## config.mk

```make
export PLATFORM = sky130hd
export DESIGN_NAME = spi_slave_flat
export DESIGN_NICKNAME = d
export VERILOG_FILES = /design/src/rtl/spi_slave_if.sv /design/src/rtl/spi_slave.sv /design/src/flat_wrapper.sv
export SDC_FILE = /design/constraint.sdc
export NUM_CORES = 1
export LEC_CHECK = 0
export ABC_CLOCK_PERIOD_IN_PS = 5770
export CORE_MARGIN = 2
export CORE_UTILIZATION = 50
export DETAILED_ROUTE_END_ITERATION = 12
export PLACE_DENSITY = 0.72
export REMOVE_ABC_BUFFERS = 1
export SKIP_LAST_GASP = 1
export SLEW_MARGIN = 15
export SYNTH_ARGS = -nofsm -noshare
export SYNTH_HDL_FRONTEND = slang
export SYNTH_SLANG_ARGS = --single-unit
```

## constraint.sdc

```tcl
create_clock -name clk -period 5.77 [get_ports clk]
set_input_delay 0.577 -clock clk [delete_from_list [all_inputs] [get_ports clk]]
set_output_delay 0.577 -clock clk [all_outputs]
set_load 0.1 [all_outputs]
```

## src/rtl/spi_slave_if.sv

```systemverilog
// spi_slave_if: bundles the SPI pins and the local tx/rx handshake of one SPI slave endpoint.
// Ports: SCLK/MOSI/SSbar/MISO on the link side; tx_data/tx_valid/tx_ready, rx_data/rx_valid,
//        tx_underrun and busy on the local side. Modport slave is the endpoint, master is the far side.
interface spi_slave_if #(
  parameter int WORD_LENGTH = 8
);
  logic                   SCLK;
  logic                   MOSI;
  logic                   SSbar;
  logic                   MISO;
  logic [WORD_LENGTH-1:0] tx_data;
  logic                   tx_valid;
  logic                   tx_ready;
  logic [WORD_LENGTH-1:0] rx_data;
  logic                   rx_valid;
  logic                   tx_underrun;
  logic                   busy;

  modport slave (
    input  SCLK, MOSI, SSbar, tx_data, tx_valid,
    output MISO, tx_ready, rx_data, rx_valid, tx_underrun, busy
  );

  modport master (
    output SCLK, MOSI, SSbar, tx_data, tx_valid,
    input  MISO, tx_ready, rx_data, rx_valid, tx_underrun, busy
  );
endinterface

```

## src/rtl/spi_slave.sv

```systemverilog
// spi_slave: SPI slave endpoint; oversamples SCLK/MOSI/SSbar on clk, deserialises MOSI into words and
//            serialises a one-deep transmit holding register onto MISO (MSB first, mode set by CPOL/CPHA).
// Ports: clk, rst_n (async, active-low), bus (spi_slave_if.slave). Pin change to action is 3 clk;
//        rx_valid/tx_underrun are 1-clk strobes; tx_data is taken when tx_valid && tx_ready.
module spi_slave #(
  parameter int WORD_LENGTH = 8,
  parameter int CPOL        = 0,
  parameter int CPHA        = 0
) (
  input  logic       clk,
  input  logic       rst_n,
  spi_slave_if.slave bus
);
  localparam int              CW       = $clog2(WORD_LENGTH) + 1;
  localparam logic [0:0]      IDLE     = 1'b0;
  localparam logic [0:0]      SELECTED = 1'b1;
  localparam logic            CPOL_L   = (CPOL != 0);
  localparam logic            CPHA_L   = (CPHA != 0);
  localparam logic [CW-1:0]   CNT_LAST = CW'(WORD_LENGTH - 1);

  // synchronisers plus one history stage for edge detection
  logic sclk_s1, sclk_s2, sclk_d;
  logic ss_s1, ss_s2, ss_d;
  logic mosi_s1, mosi_s2;

  logic [0:0]             state, state_nxt;
  logic [CW-1:0]          cnt, cnt_nxt;
  logic [WORD_LENGTH-1:0] rx_shift, rx_shift_nxt;
  logic [WORD_LENGTH-1:0] tx_shift, tx_shift_nxt;
  logic [WORD_LENGTH-1:0] rx_word;
  logic [WORD_LENGTH-1:0] hold;
  logic                   hold_full;
  logic [WORD_LENGTH-1:0] rx_data_q;
  logic                   miso_q, rx_valid_q, underrun_q;

  logic lead, trail, sample_edge, shift_edge;
  logic ss_fall, ss_rise, active, word_start, sample_act, word_done;

  always_ff @(posedge clk or negedge rst_n) begin
    if (!rst_n) begin
      sclk_s1 <= CPOL_L;
      sclk_s2 <= CPOL_L;
      sclk_d  <= CPOL_L;
      ss_s1   <= 1'b1;
      ss_s2   <= 1'b1;
      ss_d    <= 1'b1;
      mosi_s1 <= 1'b0;
      mosi_s2 <= 1'b0;
    end else begin
      sclk_s1 <= bus.SCLK;
      sclk_s2 <= sclk_s1;
      sclk_d  <= sclk_s2;
      ss_s1   <= bus.SSbar;
      ss_s2   <= ss_s1;
      ss_d    <= ss_s2;
      mosi_s1 <= bus.MOSI;
      mosi_s2 <= mosi_s1;
    end
  end

  always_comb begin
    lead        = (sclk_s2 != CPOL_L) && (sclk_d == CPOL_L);
    trail       = (sclk_s2 == CPOL_L) && (sclk_d != CPOL_L);
    sample_edge = CPHA_L ? trail : lead;
    shift_edge  = CPHA_L ? lead : trail;
    ss_fall     = ss_d & ~ss_s2;
    ss_rise     = ~ss_d & ss_s2;
    // a deselect in the same cycle as any SCLK edge overrides that edge
    active      = (state == SELECTED) && !ss_rise;
    // CPHA=0 must present the MSB before the first SCLK edge, so selection itself opens a word;
    // after that, a shift edge with the counter at zero can only follow a completed word.
    word_start  = (active && shift_edge && (cnt == '0)) ||
                  (!CPHA_L && (state == IDLE) && ss_fall);
    sample_act  = active && sample_edge;
    word_done   = sample_act && (cnt == CNT_LAST);
    rx_word     = {rx_shift[WORD_LENGTH-2:0], mosi_s2};

    state_nxt = state;
    if (ss_rise) begin
      state_nxt = IDLE;
    end else if (ss_fall) begin
      state_nxt = SELECTED;
    end

    tx_shift_nxt = tx_shift;
    if (ss_rise) begin
      tx_shift_nxt = '0;
    end else if (word_start) begin
      tx_shift_nxt = hold_full ? hold : '0;
    end else if (active && shift_edge) begin
      tx_shift_nxt = {tx_shift[WORD_LENGTH-2:0], 1'b0};
    end

    cnt_nxt      = cnt;
    rx_shift_nxt = rx_shift;
    if (ss_rise) begin
      cnt_nxt      = '0;
      rx_shift_nxt = '0;
    end else if (sample_act) begin
      cnt_nxt      = word_done ? '0 : cnt + CW'(1);
      rx_shift_nxt = rx_word;
    end
  end

  always_ff @(posedge clk or negedge rst_n) begin
    if (!rst_n) begin
      state      <= IDLE;
      cnt        <= '0;
      rx_shift   <= '0;
      tx_shift   <= '0;
      miso_q     <= 1'b0;
      rx_data_q  <= '0;
      rx_valid_q <= 1'b0;
      underrun_q <= 1'b0;
      hold       <= '0;
      hold_full  <= 1'b0;
    end else begin
      state      <= state_nxt;
      cnt        <= cnt_nxt;
      rx_shift   <= rx_shift_nxt;
      tx_shift   <= tx_shift_nxt;
      // registered from next-state values so MISO moves on the same edge as the shift register
      miso_q     <= (state_nxt == SELECTED) ? tx_shift_nxt[WORD_LENGTH-1] : 1'b0;
      rx_valid_q <= word_done;
      if (word_done) begin
        rx_data_q <= rx_word;
      end
      underrun_q <= word_start && !hold_full;
      // a word start empties the holding register; an offer in that same cycle saw it empty
      // too late for this word and is kept for the next one
      if (word_start) begin
        hold_full <= 1'b0;
      end
      if (bus.tx_valid && !hold_full) begin
        hold      <= bus.tx_data;
        hold_full <= 1'b1;
      end
    end
  end

  assign bus.MISO        = miso_q;
  assign bus.tx_ready    = !hold_full;
  assign bus.rx_data     = rx_data_q;
  assign bus.rx_valid    = rx_valid_q;
  assign bus.tx_underrun = underrun_q;
  assign bus.busy        = (state == SELECTED);
endmodule

```

## src/flat_wrapper.sv

```systemverilog
// flat-port wrapper written by rule: the top's interface ports become plain ports
module spi_slave_flat 
#(
  parameter int WORD_LENGTH = 8,
  parameter int CPOL        = 0,
  parameter int CPHA        = 0
)
  (clk, rst_n, bus_SCLK, bus_MOSI, bus_SSbar, bus_tx_data, bus_tx_valid, bus_MISO, bus_tx_ready, bus_rx_data, bus_rx_valid, bus_tx_underrun, bus_busy);
  spi_slave_if #(.WORD_LENGTH(WORD_LENGTH)) bus_i ();
  input  logic clk;
  input  logic rst_n;
  input wire logic [$bits(bus_i.SCLK)-1:0] bus_SCLK;
  input wire logic [$bits(bus_i.MOSI)-1:0] bus_MOSI;
  input wire logic [$bits(bus_i.SSbar)-1:0] bus_SSbar;
  input wire logic [$bits(bus_i.tx_data)-1:0] bus_tx_data;
  input wire logic [$bits(bus_i.tx_valid)-1:0] bus_tx_valid;
  output wire logic [$bits(bus_i.MISO)-1:0] bus_MISO;
  output wire logic [$bits(bus_i.tx_ready)-1:0] bus_tx_ready;
  output wire logic [$bits(bus_i.rx_data)-1:0] bus_rx_data;
  output wire logic [$bits(bus_i.rx_valid)-1:0] bus_rx_valid;
  output wire logic [$bits(bus_i.tx_underrun)-1:0] bus_tx_underrun;
  output wire logic [$bits(bus_i.busy)-1:0] bus_busy;
  assign bus_i.SCLK = bus_SCLK;
  assign bus_i.MOSI = bus_MOSI;
  assign bus_i.SSbar = bus_SSbar;
  assign bus_i.tx_data = bus_tx_data;
  assign bus_i.tx_valid = bus_tx_valid;
  assign bus_MISO = bus_i.MISO;
  assign bus_tx_ready = bus_i.tx_ready;
  assign bus_rx_data = bus_i.rx_data;
  assign bus_rx_valid = bus_i.rx_valid;
  assign bus_tx_underrun = bus_i.tx_underrun;
  assign bus_busy = bus_i.busy;
  spi_slave #(.WORD_LENGTH(WORD_LENGTH), .CPOL(CPOL), .CPHA(CPHA)) u_core (.clk(clk), .rst_n(rst_n), .bus(bus_i));
endmodule
```

==> impl_results.md, run 1 <==
- Mapped Cells: 149
- Arrival time worst endpoint: 1.94 ns
- Final min period: 2.52 ns
- Area grow syn2layout: 21.6%
- CTS tree: built
- RD Place Congestion: 0.873
- Crit path capture type: output port
- Clock skew: 0.00331 ns
- Fmax: 397 MHz
- Max stage delay on crit path: 1.18 ns
- Routed vias: 1257
- P_sw: 0.000249 W
- First-pass GRT wire length: 5.73 mm
- Num rows: 22
- Clock Path Buffers: 2
- Slowest cell on the critical path: clkdlybuf4s50_1
- Register area share after synthesis: 63.2%
- Cells after DPL: 219
- Clock root buffer: clkbuf_8
- Logic gate share of total power: 21.5%
- Die height: 65.8 um
- Sequential power share: 51.0%
- Cell Area, Synth: 1910 sq um
- Mapped Avg Cell Area: 12.8 sq um
- Internal: 0.000601 W
- Die W: 65.8 um
- Max-slew violation count: 0
- Port Buffers: 26
- HP Class: flop to flop
- Hpwl dp: 2.37 mm
- Stages on worst setup path: 1
- Final setup margin: 3.25 ns
- Crit path launch: u_core.bus.busy
- Reg2Reg Capture Point: u_core.bus.rx_data[3]
- Top FF cell, synth: dfrtp_1
- N_diodes: 0
- Final Power: 0.000850 W
- Register bit total from synthesis: 48
- I/O pin cnt: 27
- Routed WL: 3.26 mm
- Kind of critical path: flop to output port
- CP top delay family: buffers and inverters
- GRT overflow: 0
- Setup WS pre-CTS: 3.58 ns
- Final setup viols: 0
- Crit-path max FO: 8
- Remaining antenna violation count after routing: 0
- Lkg Pwr: 1.09 nW
- Setup bufs post-CTS: 0
- Synth warn: 0
- Worst r2r src: u_core.ss_d
- Synth unique cells: 35
- Cts hold-fix bufs: 0
- # fillers: 294
- Worst-Margin Slew: 1.01 ns
- Switching share of total power: 29.3%
- Post-synth EDFFs: 0
- R2R depth: 4
- Vias in the first global route: 1335
- Non-Filler Instances: 227
- Relative slew margins: 33.0%
- Initial DRC count: 39
- Req. time, crit path: 5.19 ns
- H-tree depth: 2
- Clock transition at the registers of the reported paths: 0.08 ns
- DRC viols: 0
- Mean number of vias per cell: 5.54
- Clock Power Share: 27.5%
- Die footprint: 4320 sq um
- Max-Cap Viols: 0
- Crit path to: bus_busy
- Per-cell routed wire length: 14.4 um
- Share of layout cells above drive strength 1: 17.9%
- Max VDD drop: 318 uV
- Fin nets: 194
- RSZ-0062 raised after global routing: false
- Post-cts sizing count: 0
- Worst skew pair latency: 0.30 ns
- Hold slack: 0.357 ns
- Worst Min Path Start: u_core.mosi_s1
- Initial Utilization: 52.1%
- Initial antenna violation count: 0
- Final hold violations: 0
- Critical Path Source Type: flop
- Total GRT Usage: 17.8%
- Fin crit share: 43.6%
- First-pass iteration count of the detailed router: 4
- Status: finished, final reports clean
- Cell Pwr Density: 366 nW/um^2
- Asr flop ratio synth: 100%
- Bufs and invs on worst path: 1
- Core area: 3660 sq um
- Setup TNS: 0 ns
- CTS Sinks: 48
- Reg2reg setup slack: 3.69 ns
- Total CTS buffers: 5
- Largest net degree at the start of global routing: 49
- CP Cell Sequence: clkdlybuf4s50_1
## registers in the layout, indices dropped and copies added (netlist names)
| signal | cells |
|---|---|
| u_core.rx_shift | 7 |
| u_core.bus.MISO | 1 |
| u_core.bus.rx_valid | 1 |
| u_core.hold | 8 |
| u_core.ss_s1 | 1 |
| u_core.bus.tx_underrun | 1 |
| u_core.tx_shift | 8 |
| u_core.sclk_s1 | 1 |
| u_core.mosi_s2 | 1 |
| u_core.bus.rx_data | 8 |
| u_core.sclk_s2 | 1 |
| u_core.ss_d | 1 |
| u_core.sclk_d | 1 |
| u_core.cnt | 4 |
| u_core.mosi_s1 | 1 |
| u_core.bus.busy | 1 |
| u_core.ss_s2 | 1 |
| u_core.hold_full | 1 |
## per-layer routing
layer / vias to the layer above / part of all wire (%) / GRT usage (%)
met5: - / 0 / 0
met4: 0 / 1.6 / 7.55
met2: 32 / 54 / 31.8
met1: 635 / 40 / 19.1
met3: 5 / 4.9 / 5.82
li1: 585 / - / -
## cell usage after synthesis, types with 3 or more instances
cell type / n / area, sq um
mux2_2: 16 / 180
nand2_1: 22 / 82.6
a22o_1: 6 / 52.6
clkbuf_1: 4 / 15.0
nand3_1: 10 / 50.1
dfrtp_1: 45 / 1130
a21o_1: 6 / 45.0
dfstp_2: 3 / 78.8
inv_1: 4 / 15.0
## cells in the final DEF, fill, tap and decap left out, types with 2 or more instances in the layout
cell type	n
ha_1	2
nand2_1	22
clkbuf_8	5
o31ai_1	2
nor2_1	2
dfstp_2	3
a221oi_1	2
nand3_1	10
a21o_1	6
nor3_1	2
a22o_1	6
a21oi_1	2
inv_1	4
dfrtp_1	45
clkdlybuf4s50_1	25
and2_1	2
mux2_2	16
## power groups by stage
| stage | clock network [W] | registers, W | logic [W] |
|---|---|---|---|
| floorplan | 0 | 0.000451 | 0.000117 |
| global placement | 0 | 0.000435 | 0.000178 |
| detailed placement | 0 | 0.000440 | 0.000185 |
| CTS | 0.000244 | 0.000434 | 0.000185 |
| global route | 0.000258 | 0.000442 | 0.000199 |
| finish | 0.000234 | 0.000433 | 0.000183 |
## cells by family (layout without fill, tap and decap cells)
logic type / after synthesis / count (layout) / share of synthesized area, %
AOI/OAI and AO/OA: 27 / 27 / 10.9
xor gates and xnor gates: 1 / 1 / 0.459
adders and majority gates: 2 / 2 / 1.31
buffers and inverters: 8 / 38 / 1.57
DFF: 48 / 48 / 63.2
muxes: 16 / 16 / 9.45
and+or+nand+nor: 47 / 47 / 13.1
## through the flow
stage | util [%] | area, sq um
after floorplan | - | 1890
after detailed placement | 60.3 | 2210
after global placement | 60.3 | 2210
after global routing | 63.3 | 2320
after CTS | 63.3 | 2320
final | 63.3 | 2320
## how the worst min path moves through the flow
stage,endpoint,slack [ns],cells after the start
floorplan,u_core.bus.MISO,0.28,0
global placement,u_core.sclk_s2,0.33,0
detailed placement,u_core.mosi_s2,0.34,0
CTS,u_core.mosi_s2,0.36,0
global route,u_core.ss_s2,0.37,0
finish,u_core.mosi_s2,0.36,0
## final cells by class
class | instances | area [sq um] | share of cell area, %
Clock buffer | 5 | 68.8 | 2.97
Clock inverter | 3 | 42.5 | 1.83
Inverter | 4 | 15.0 | 0.648
Multi-Input combinational cell | 93 | 672 | 29.0
Sequential cell | 48 | 1200 | 52.0
Tap cell | 48 | 60.1 | 2.59
Timing Repair Buffer | 26 | 255 | 11.0
(Power assumes the default switching activity.)
==> run 2, diff against run 1 <==
--- a/config.mk
+++ b/config.mk
@@ -5,7 +5,7 @@
 export SDC_FILE = /design/constraint.sdc
 export NUM_CORES = 1
 export LEC_CHECK = 0
-export ABC_CLOCK_PERIOD_IN_PS = 5770
+export ABC_CLOCK_PERIOD_IN_PS = 2400
 export CORE_MARGIN = 2
 export CORE_UTILIZATION = 50
 export DETAILED_ROUTE_END_ITERATION = 12
==> constraint.sdc (replaced) <==
create_clock -name clk -period 2.4 [get_ports clk]
set_input_delay 0.24 -clock clk [delete_from_list [all_inputs] [get_ports clk]]
set_output_delay 0.24 -clock clk [all_outputs]
set_load 0.1 [all_outputs]
==> run 2 against run 1 <==
Compared with the run above:
- routed wire length fell by 0.64%
- sequential share of layout area shrank 0.11 points
- register-to-register slack worse by 3.3 ns
- flip-flop and latch count did not move
- via count fell by 2.1%
- final cell count is 1.3% higher
- cell area up 0.22%
- global-route usage is 0.087 points lower
- clock skew grew 0.0017 ns
- clock power rose to 2.6 times the previous value
- largest cell class unchanged
- largest power group unchanged
==> impl_results.md, run 2 (same netlist as run 1, synthesis figures left out) <==
- First-pass iteration count of the detailed router: 6
- HP Class: input pin to async pin
- Clock Power Share: 29.3%
- Core area: 3660 sq um
- RSZ-0062 raised after global routing: false
- Initial DRC count: 61
- Die W: 65.8 um
- Final Power: 0.00209 W
- Die footprint: 4320 sq um
- First-pass GRT wire length: 5.62 mm
- Hold slack: 0.0949 ns
- Vias in the first global route: 1234
- Relative slew margins: 36.0%
- Final hold violations: 0
- I/O pin cnt: 27
- Largest net degree at the start of global routing: 48
- Max VDD drop: 860 uV
- Switching share of total power: 28.0%
- CP Cell Sequence: nor2b_4 > or3_4 > nor3_4 > mux2_2
- Area grow syn2layout: 21.9%
- Most frequent cells in the layout: 45 x dfrtp_1, 22 x nand2_1, 16 x mux2_2, 16 x buf_4, 12 x clkdlybuf4s50_1
- Routed vias: 1230
- Final min period: 2.05 ns
- Max-slew violation count: 0
- Sequential power share: 49.7%
- Slowest cell on the critical path: dfstp_2
- Share of layout cells above drive strength 1: 26.4%
- Mean number of vias per cell: 5.35
- Worst skew pair latency: 0.30 ns
- Per-cell routed wire length: 14.1 um
- Remaining antenna violation count after routing: 0
- Max-Cap Viols: 0
- Initial antenna violation count: 0
- Clock root buffer: clkbuf_8
- Internal: 0.00151 W
- Crit path capture type: flop
- Post-cts sizing count: 0
- Clock Path Buffers: 2
- GRT overflow: 0
- DRC viols: 0
- Setup bufs post-CTS: 0
- Cell Pwr Density: 901 nW/um^2
- RD Place Congestion: 0.951
- Req. time, crit path: 2.58 ns
- Initial Utilization: 52.1%
- Most common cell after layout, fill and taps aside: dfrtp_1
- CTS Sinks: 48
- Clock skew: 0.00497 ns
- Fin crit share: 85.6%
- Fmax: 487 MHz
- Fin nets: 197
- Worst-Margin Slew: 0.960 ns
- Final setup viols: 0
- Arrival time worst endpoint: 2.24 ns
- Hpwl dp: 2.40 mm
- Routed WL: 3.24 mm
- Kind of critical path: flop to flop
- Status: finished, final reports clean
- Total GRT Usage: 17.7%
- H-tree depth: 2
- CTS tree: built
- P_sw: 0.000586 W
- Critical Path Source Type: flop
- Die height: 65.8 um
- Clock transition at the registers of the reported paths: 0.08 ns
- Max stage delay on crit path: 0.60 ns
- N_diodes: 0
- Num rows: 22
- Cts hold-fix bufs: 0
- Total CTS buffers: 5
- Port Buffers: 26
- Crit-path max FO: 11
- Logic gate share of total power: 21.1%
- Lkg Pwr: 1.14 nW
[run 2: stage by stage]
step	instance area, sq um	TNS, ns	instances	utilization [%]	worst slack (ns)
global placement	2200	0	222	60.0	0.425
CTS	2320	0	230	63.5	0.347
global route	2320	0	230	63.5	0.263
detailed placement	2200	0	222	60.0	0.355
floorplan	1890	-0.525	145	-	-0.0656
finish	2320	0	230	63.5	0.346
[run 2: area by class of cell]
class                   instances  area [sq um]
inverters                       4          15.0
fillers                       306          1340
clock inverters                 1          30.0
well taps                      48          60.1
repair buffers                 29           245
multi-input cells              93           672
clock buffers                   7          96.3
flip-flops and latches         48          1200
[run 2: path summary, 6_finish.rpt]
path | from | end | slack (ns) | cells past startpoint
worst min-delay path | rst_n | u_core.bus.rx_data[7] | 0.09 | 1
worst max register to register | u_core.ss_d | u_core.bus.rx_data[1] | 0.35 | 4
min in group clk | bus_SSbar | u_core.ss_s1 | 0.34 | 1
worst max-delay path | u_core.ss_d | u_core.bus.rx_data[1] | 0.35 | 4
max in group asynchronous | rst_n | u_core.ss_d | 1.61 | 2
worst min register to register | u_core.sclk_s1 | u_core.sclk_s2 | 0.36 | 0
[run 2: metal layers]
metal / vias up / share of wire (%) / global-route usage [%]
met5: - / 0 / 0
met4: 0 / 1.9 / 7.29
met3: 6 / 4.9 / 5.14
met2: 30 / 51 / 30.3
met1: 603 / 42 / 20.8
li1: 591 / - / -
[run 2: power groups by stage]
stage          Clock [W]  Combinational, W  Sequential, W
2_1_floorplan          0          0.000280        0.00108
3_3_place_gp           0          0.000431        0.00105
3_5_place_dp           0          0.000447        0.00106
4_1_cts         0.000628          0.000448        0.00104
5_1_grt         0.000669          0.000478        0.00106
6_report        0.000613          0.000440        0.00104
[run 2: critical path, delay by kind of cell, from the launching register on]
family / cells / cell delay (ns)
flops: 1 / 0.60
mux: 1 / 0.40
simple gates: 3 / 0.94
==> run 3, diff against run 2 <==
--- a/config.mk
+++ b/config.mk
@@ -6,6 +6,7 @@
 export NUM_CORES = 1
 export LEC_CHECK = 0
 export ABC_CLOCK_PERIOD_IN_PS = 2400
+export CORE_ASPECT_RATIO = 0.7
 export CORE_MARGIN = 2
 export CORE_UTILIZATION = 50
 export DETAILED_ROUTE_END_ITERATION = 12
==> run 3 against run 2 <==
Compared with the run above:
- non-clock buffer count is 2 higher
- global-route usage up 0.11 points
- total power is 4.2% lower
- hold slack improved by 0.25 ns
- core utilization up 1.1 points
- setup slack worse by 0.036 ns
- critical path depth is the same
- clock power fell by 16%
- sequential share of layout area increased by 0.22 points
- final cell count rose by 1.3%
- highest routed layer unchanged
==> impl_results.md, run 3 (same netlist as run 1, synthesis figures left out) <==
- Status: finished, final reports clean
- RSZ-0062 raised after global routing: false
- Max-Cap Viols: 0
- Clock root buffer: clkbuf_8
- Fmax: 478 MHz
- Initial Utilization: 53.2%
- Uppermost layer routed: met4
- Stages on worst setup path: 4
- Core area: 3580 sq um
- Final hold violations: 0
- Total CTS buffers: 5
- Hold path depth: 1
- Critical Path Source Type: flop
- Lkg Pwr: 1.14 nW
- RD Place Congestion: 0.745
- Worst-Margin Slew: 0.497 ns
- Total GRT Usage: 17.8%
- First-pass GRT wire length: 5.92 mm
- Hpwl dp: 2.38 mm
- Setup TNS: 0 ns
- Routed WL: 3.31 mm
- Worst Min Path Start: bus_SSbar
- Setup bufs post-CTS: 0
- CTS Sinks: 48
- CTS tree: built
- CP top delay family: simple AND/OR/NAND/NOR gates
- H-tree depth: 2
- Relative slew margins: 66.9%
- Max VDD drop: 676 uV
- Per-cell routed wire length: 14.2 um
- DR WL met3: 169 um
- Fin nets: 199
- Initial DRC count: 55
- Cell Pwr Density: 866 nW/um^2
- Crit path launch: u_core.ss_d
- Worst r2r src: u_core.ss_d
- Crit-path max FO: 11
- Share of layout cells above drive strength 1: 26.2%
- I/O pin cnt: 27
- Most frequent cells in the layout: 45 x dfrtp_1, 22 x nand2_1, 17 x buf_4, 16 x mux2_2, 12 x clkdlybuf4s50_1
- Routed wl met2: 1.55 mm
- Req. time, crit path: 2.59 ns
- Routed vias: 1265
- Final setup viols: 0
- Final min period: 2.09 ns
- Mean number of vias per cell: 5.43
- Hold slack: 0.342 ns
- Fin crit share: 87.1%
- First-pass iteration count of the detailed router: 4
- N_diodes: 0
- Port Buffers: 26
- Initial antenna violation count: 0
- M1 wire length: 1.55 mm
- HP Class: input pin to flop
- Area of placed instances: 2210 sq um
- Bufs and invs on worst path: 0
- Remaining antenna violation count after routing: 0
- Kind of critical path: flop to flop
- Clock transition at the registers of the reported paths: 0.08 ns
- DRC viols: 0
- Num rows: 18
- GRT overflow: 0
- Area of the multi-input gates: 672 sq um
- CP Cell Sequence: nor2b_4 > or3_4 > nor3_4 > mux2_2
- Most common cell after layout, fill and taps aside: dfrtp_1
- Vias in the first global route: 1313
- Arrival time worst endpoint: 2.28 ns
- Crit path capture type: flop
- Largest net degree at the start of global routing: 31
- Die footprint: 4330 sq um
- Max-slew violation count: 0
- Reg2reg setup slack: 0.31 ns
- Max stage delay on crit path: 0.60 ns
- R2R depth: 4
- Final instance area: 2310 sq um
- Worst skew pair latency: 0.30 ns
- Cells after DPL: 225
- Non-Filler Instances: 233
- Slowest cell on the critical path: dfstp_2
- Register Area: 1200 sq um
- Clock Path Buffers: 2
- Die height: 55.7 um
- Die W: 77.8 um
- Area grow syn2layout: 21.3%
- # fillers: 269
- Clock skew: 0.00438 ns
run 3: cell count changes in the layout (fill, tap and decap cells not counted):
cell / delta
dlygate4sd3_1: +1
buf_4: +1
bufinv_16: -1
run 3: layout make-up:
cell class / count / area share (%)
multi-input cells: 93 / 29.0
inverters: 4 / 0.649
clock buffers: 7 / 4.16
flip-flops and latches: 48 / 52.1
well taps: 50 / 2.70
repair buffers: 31 / 11.4
run 3: worst register-to-register path, cell delays in order, from the launching register on:
cell	delay, ns
dfstp_2	0.60
nor2b_4	0.08
or3_4	0.45
nor3_4	0.46
mux2_2	0.40
run 3: routing by layer:
| layer | vias up | GRT usage [%] |
|---|---|---|
| li1 | 598 | - |
| met1 | 634 | 22.7 |
| met2 | 27 | 27.7 |
| met3 | 6 | 6.66 |
| met4 | 0 | 7.14 |
| met5 | - | 0 |
run 3: final timing paths:
path	end
setup reg to reg	u_core.bus.rx_data[1]
setup / recovery	u_core.bus.rx_data[1]
max in group asynchronous	u_core.ss_d
hold reg to reg	u_core.ss_s2
min in group asynchronous	u_core.hold[2]
hold / removal	u_core.ss_s1
run 3: metrics by stage:
step                      setup slack (ns)  utilization, %  total power [W]
after floorplan                    -0.0656               -          0.00137
after global placement               0.418            61.6          0.00148
after detailed placement             0.355            61.6          0.00151
after CTS                            0.327            64.6          0.00202
after global routing                 0.260            64.6          0.00211
final                                0.310            64.6          0.00200
run 3: where the power goes:
group          switching (W)  internal (W)
clock               0.000257      0.000257
combinational       0.000257      0.000190
sequential         0.0000904      0.000952
total               0.000604       0.00140
run 3: repair_timing:
item	4_1_cts	5_1_grt
hold buffers	1	0
resized for setup	0	0
hold endpoints to repair	18	0
